### src/rtl/acc_pkg.sv
// Shared types and default sizing for the multi-operand accumulator.
package acc_pkg;

  localparam int ACC_WIDTH   = 32;
  localparam int ACC_COUNT_W = 8;

  typedef enum logic [1:0] {
    IDLE = 2'd0,
    ACC  = 2'd1,
    DONE = 2'd2
  } acc_state_t;

endpackage

### src/rtl/unsigned_32_bit_adder.sv
// Combinational unsigned adder with carry-in and carry-out.
module unsigned_32_bit_adder #(
  parameter int WIDTH = 32
) (
  input  logic [WIDTH-1:0] in1,
  input  logic [WIDTH-1:0] in2,
  input  logic             cin,
  output logic [WIDTH-1:0] sout,
  output logic             cout
);

  assign {cout, sout} = {1'b0, in1} + {1'b0, in2} + {{WIDTH{1'b0}}, cin};

endmodule

### src/rtl/unsigned_32_bit_accumulator.sv
// Sums a programmed number of operands from a valid/ready stream and returns
// the wrapped total plus a sticky carry-out flag on a valid/ready result port.
//
//  state | meaning
//  IDLE  | waiting for start; no handshakes active
//  ACC   | accepting operand beats until the programmed count is reached
//  DONE  | result presented, held until the consumer takes it
module unsigned_32_bit_accumulator
  import acc_pkg::*;
#(
  parameter int WIDTH   = ACC_WIDTH,
  parameter int COUNT_W = ACC_COUNT_W
) (
  input  logic               clk,
  input  logic               rst,
  input  logic               start,
  input  logic [COUNT_W-1:0] num_ops,
  input  logic               in_valid,
  output logic               in_ready,
  input  logic [WIDTH-1:0]   in_data,
  output logic               out_valid,
  input  logic               out_ready,
  output logic [WIDTH-1:0]   sum,
  output logic               overflow,
  output logic               busy
);

  acc_state_t         state;
  logic [WIDTH-1:0]   acc;
  logic [COUNT_W-1:0] remaining;
  logic               ovf;
  logic               in_ready_q;
  logic [WIDTH-1:0]   add_sum;
  logic               add_cout;
  logic               beat;

  unsigned_32_bit_adder #(.WIDTH(WIDTH)) u_adder (
    .in1  (acc),
    .in2  (in_data),
    .cin  (1'b0),
    .sout (add_sum),
    .cout (add_cout)
  );

  assign beat = in_valid && in_ready_q;

  always_ff @(posedge clk) begin
    if (rst) begin
      state      <= IDLE;
      acc        <= '0;
      remaining  <= '0;
      ovf        <= 1'b0;
      in_ready_q <= 1'b0;
    end else begin
      case (state)
        IDLE: begin
          if (start) begin
            acc       <= '0;
            ovf       <= 1'b0;
            remaining <= num_ops;
            if (num_ops != '0) begin
              state      <= ACC;
              in_ready_q <= 1'b1;
            end else begin
              state <= DONE;
            end
          end
        end
        ACC: begin
          if (beat) begin
            acc       <= add_sum;
            ovf       <= ovf | add_cout;
            remaining <= remaining - COUNT_W'(1);
            // Last beat: drop ready together with the state change so no
            // extra operand can slip in behind the final one.
            if (remaining == COUNT_W'(1)) begin
              state      <= DONE;
              in_ready_q <= 1'b0;
            end
          end
        end
        DONE: begin
          if (out_ready) state <= IDLE;
        end
        default: begin
          state      <= IDLE;
          in_ready_q <= 1'b0;
        end
      endcase
    end
  end

  assign in_ready  = in_ready_q;
  assign out_valid = (state == DONE);
  assign busy      = (state != IDLE);
  assign sum       = acc;
  assign overflow  = ovf;

endmodule

### config.mk
export PLATFORM = sky130hd
export DESIGN_NAME = unsigned_32_bit_accumulator
export DESIGN_NICKNAME = d
export VERILOG_FILES = /design/src/rtl/acc_pkg.sv /design/src/rtl/unsigned_32_bit_adder.sv /design/src/rtl/unsigned_32_bit_accumulator.sv
export SDC_FILE = /design/constraint.sdc
export NUM_CORES = 1
export LEC_CHECK = 0
export CAP_MARGIN = 5
export CORE_MARGIN = 4
export CORE_UTILIZATION = 57
export CTS_BUF_LIST = sky130_fd_sc_hd__clkbuf_8
export CTS_CLUSTER_SIZE = 10
export DETAILED_ROUTE_END_ITERATION = 8
export GPL_TIMING_DRIVEN = 1
export PLACE_DENSITY = 0.9
export SLEW_MARGIN = 20
export SYNTH_ARGS = -nofsm -noshare
export SYNTH_HDL_FRONTEND = slang
export SYNTH_HIERARCHICAL = 1
export SYNTH_SLANG_ARGS = --single-unit
### constraint.sdc
create_clock -name clk -period 6.9 [get_ports clk]
set_input_delay 2.07 -clock clk [delete_from_list [all_inputs] [get_ports clk]]
set_output_delay 2.07 -clock clk [all_outputs]
set_load 0.02 [all_outputs]
==> reports/qor.yml <==
run_status: "complete, no violations"
drive_gt1_frac: 0.0450
io_pins: 81
p_int_w: 0.000452
cts_hold_buf: 0
wl_um: 10400
seq_power_share: 0.401
numCtsBuffers: 5
initial_core_util: 0.583
syn_nets: 569
grt_pass1_vias: 3847
period_minus_slack_ps: 5190
clk_pin_slew_ps: 90
seq_area_frac_synth: 0.239
crit_path_end_kind: "flop"
final.setup_skew_ps: 6.44
p_per_area_nw_per_um2: 152
grt_pass1_wl_um: 16900
layout.nets: 634
die_h_um: 88.4
post-synth-top-area-cell: "dfxtp_1"
vias: 4002
cts_tree: "yes"
slew_headroom: 0.308
syn_area_per_cell_sq_um: 7.53
timing.fmax_mhz: 193
fillers: 542
drc: 0
async_flop_share: 0
grt.overflow.total: 0
power.switching_w: 0.000243
ys_seq_elements: 44
num_antenna_cells: 0
clkSinkCount: 44
yosys_warnings: 6
cts_root_buf: "clkbuf_8"
coreArea_sq_um: 6310
wl_met3_um: 693
area_delta_synth_final_pct: 24.1
fp-row-count: 29
die_area_sq_um: 7810
multi_input_area_sq_um: 2640
crit_type: "primary input to flop"
swShare: 0.350
cp-start-kind: "primary input"
first_pass_iters: 4
arrival_ps: 5360
h-tree-depth: 2
irDropWorstVdd_mv: 0.114
hp-class: "flop to flop"
rsz0062_at_grt: "false"
final_util: 0.724
synthFlopType: "dfxtp_1"
syn_inst: 489
crit_path_max_fanout: 4
synthDistinctLibCells: 63
cts-resized-gates: 0
detail-route-antenna-nets: 0
worstMarginPinSlew_ps: 1040
yosys-top-cells-area: "dfxtp_1 24%, ha_1 11%, a21oi_1 10%"
synth-edff-count: 0
numPortBuffers: 80
wl_per_cell_um: 16.5
seqCellArea_sq_um: 881
place_congestion: 0.943
post_cts_buffers: 0
netlist.area_leader.share: 0.239
dp_hpwl_um: 7470
p_comb_frac: 0.347
clkLatencyLatePin_ps: 300
p_leak_nw: 1.87
via_per_inst: 6.33
highest_layer: "met4"
clockPowerShare: 0.252
crit_required_ps: 7080
drt_iter0_drc: 298
setup_violations: 0
synth_area_sq_um: 3680
m1WireLength_um: 4440
finalSetupTns_ps: 0
grt_max_degree: 47
finalCritPeriodShare: 0.752
grt_antenna_before_repair: 0
clockBufferDepth: 2
cap_violations: 0
slew_violations: 0
wl_met2_um: 5130
track_usage: 0.265
hold_viol_final: 0
chipWidth_um: 88.4
-- routing by layer --
layer | up-vias | GRT usage
li1 | 1928 | -
met1 | 1871 | 0.341
met2 | 183 | 0.455
met3 | 20 | 0.0363
met4 | 0 | 0.0907
met5 | - | 0
-- stage by stage --
step / total power [W] / std cells / instance area, sq um / hold WS, ps / setup WS [ps]
finish: 0.000695 / 632 / 4570 / 473 / 1710
global route: 0.000733 / 632 / 4570 / 497 / 1540
CTS: 0.000693 / 632 / 4570 / 477 / 1750
detailed placement: 0.000519 / 624 / 4480 / 464 / 1460
global placement: 0.000512 / 624 / 4480 / 458 / 1530
floorplan: 0.000445 / 489 / 3680 / 455 / 2160
-- critical path: stages --
cell	delay [ps]
clkdlybuf4s50_1	420
fa_1	460
fa_1	430
a21o_1	240
and4_1	230
o21ai_1	270
a21oi_2	120
o21bai_1	330
nand4_1	150
a221o_1	380
a31oi_1	180
nor3_1	80
-- path summary, 6_finish.rpt --
| kind | to | startpoint | slack [ps] | cells after the start |
|---|---|---|---|---|
| max | overflow$_SDFFE_PP0P_ | in_data[0] | 1710 | 12 |
| min | sum[10]$_SDFFE_PP0P_ | sum[10]$_SDFFE_PP0P_ | 470 | 2 |
| max reg2reg | overflow$_SDFFE_PP0P_ | sum[0]$_SDFFE_PP0P_ | 3540 | 11 |
| min reg2reg | sum[10]$_SDFFE_PP0P_ | sum[10]$_SDFFE_PP0P_ | 470 | 2 |
-- cells in the final DEF, fill, tap and decap left out, types with 3 or more instances in the layout --
master           count
xnor2_1             13
dfxtp_1             44
clkdlybuf4s50_1     80
xor2_1              10
nand3_1             44
o21bai_1             3
o21ai_0             20
nor4_1               6
and2_1               5
inv_1                9
a21o_1              22
a211oi_1             6
a21oi_2              3
and3_1               4
o21a_1               3
clkbuf_8             6
a21oi_1             75
nand2b_1             5
buf_4                3
nand2_1             63
ha_1                33
nor2_1              26
nand4_1              7
a31oi_1              7
nor3_1               8
-- power groups by stage --
stage                     clock [W]  combinational (W)  sequential, W
after CTS                  0.000178           0.000237       0.000278
after global placement            0           0.000229       0.000283
final                      0.000175           0.000241       0.000279
after global routing       0.000189           0.000263       0.000281
after floorplan                   0           0.000154       0.000291
after detailed placement          0           0.000235       0.000284
-- cells in the mapped netlist (4+ instances only) --
| library cell | n |
|---|---|
| a21o_1 | 22 |
| o21ai_0 | 20 |
| nor4_1 | 6 |
| nand2_1 | 63 |
| clkbuf_1 | 9 |
| nor2_1 | 26 |
| xor2_1 | 10 |
| ha_1 | 33 |
| a211oi_1 | 6 |
| a21oi_1 | 75 |
| inv_1 | 9 |
| nand2b_1 | 5 |
| nand3_1 | 44 |
| dfxtp_1 | 44 |
| and3_1 | 4 |
| and2_1 | 5 |
| nand4_1 | 7 |
| nor3_1 | 8 |
| xnor2_1 | 13 |
| buf_2 | 12 |
| a31oi_1 | 7 |
-- flip-flops by register name, summed over array words and instances, names as in the netlist --
signal	cells
state	2
in_ready	1
sum	32
remaining	8
overflow	1
-- cell families (layout without fill, tap and decap cells) --
group	count (synthesis)	in the layout	synth area share
AO/OA/AOI/OAI	166	166	0.289
other	1	1	0.00102
buffers and inverters	34	100	0.0438
AND/OR/NAND/NOR	185	185	0.246
adder cells (fa/ha/maj)	35	35	0.123
XOR/XNOR	23	23	0.0547
multiplexers	1	1	0.00306
flip-flops	44	44	0.239
-- area by class of cell --
| cell class | count | area share |
|---|---|---|
| clock inverter | 2 | 0.00219 |
| sequential | 44 | 0.193 |
| clock buffer | 6 | 0.0181 |
| multi-input combinational | 411 | 0.578 |
| timing repair buffer | 83 | 0.180 |
| inverter | 9 | 0.00739 |
| tap | 77 | 0.0211 |
(Power assumes the default switching activity.)
==> RTL edit: new RTL, same settings <==
Set the package constant `ACC_WIDTH` to 40 (it was 32).
--- a/src/rtl/acc_pkg.sv
+++ b/src/rtl/acc_pkg.sv
@@ -1,7 +1,7 @@
 // Shared types and default sizing for the multi-operand accumulator.
 package acc_pkg;
 
-  localparam int ACC_WIDTH   = 32;
+  localparam int ACC_WIDTH   = 40;
   localparam int ACC_COUNT_W = 8;
 
   typedef enum logic [1:0] {
Ports: changed (resized in_data and sum); port bits go from 81 to 97. No check against the original RTL was run, so the function may have changed too.
==> RTL edit against the original RTL <==
Final area rose by 32%. Maximum frequency rose by 3.0%. Total power rose by 28%. Largest cell class unchanged. Worst setup slack improved by 150 ps. Sequential cell count rose by 8. Critical path type unchanged. Routed wire length rose by 30%. Area after synthesis rose by 39%. Count of clock-buffer cells in the layout rose by 1.
==> RTL edit: results (changes against the original RTL) <==
Layout cells sized above 1 - 0.157 (+0.112)
PortBufs - 96 (+20%)
Seq area share - 0.172 (-0.0206)
DP Worst Slack - 1600 ps (+144 ps)
Worst rel slew slack - 0.453 (+0.145)
DIE WIDTH - 103 µm (+16%)
Power per cell area - 148 nW/µm² (-3.0%)
Dpl cell area - 5920 µm² (+32%)
Final WL - 13600 µm (+30%)
Post-layout util - 0.694 (-0.0304)
Multi-input combinational area share - 0.612 (+0.0333)
Post-Syn Area per Cell - 8.19 µm² (+8.8%)
DPL Wire Length - 10100 µm (+35%)
Outcome - complete, no violations
Crit-path max cell delay - 480 ps (+20 ps)
First-pass GRT wire length - 22300 µm (+32%)
Clock Buffer Count - 7 (+1)
Syn Nets - 720 (+27%)
Netlist cell types - 67 (+6.3%)
Critical hold path startpoint - sum[8]
VDD IR-drop max - 0.108 mV (-5.2%)
1st-pass router iterations - 6 (+2)
Initial drt markers - 331 (+11%)
Signal buffers - 99 (+19%)
Layout Nets - 788 (+24%)
Seq Cell Count - 52 (+18%)
Largest net degree at the start of global routing - 53 (+13%)
Synth top area cells - dfxtp_1 (20%), ha_1 (10%), nand3_2 (7.4%)
Seq power - 331 µW (+19%)
[RTL edit: cell types whose count changed after synthesis, moves of 7 or more]
| cell | delta |
|---|---|
| o21ai_1 | +7 |
| buf_6 | +8 |
| ha_1 | +8 |
| nand2_1 | +22 |
| nand3_1 | -34 |
| inv_1 | +8 |
| xnor2_1 | +9 |
| a21oi_1 | -22 |
| a21oi_2 | +36 |
| nand3_2 | +37 |
| dfxtp_1 | +8 |
[RTL edit: tightest hold or removal path, stage by stage (launching register included)]
cell,delay (ps)
dfxtp_1,330
nand2_1,70
a21oi_2,40
[RTL edit: final timing paths]
check,slack [ps],endpoint,cells past startpoint
hold / removal,490,sum[8],2
setup reg to reg,3670,sum[36],11
hold reg to reg,490,sum[8],2
setup / recovery,1860,sum[36],12
[RTL edit: per-layer routing]
layer  vias to the layer above  track usage  wire length, µm
met5                         -            0                0
met4                         0       0.0666              223
met3                        22       0.0332              770
met2                       198        0.456             6730
met1                      2365        0.328             5840
li1                       2411            -                -
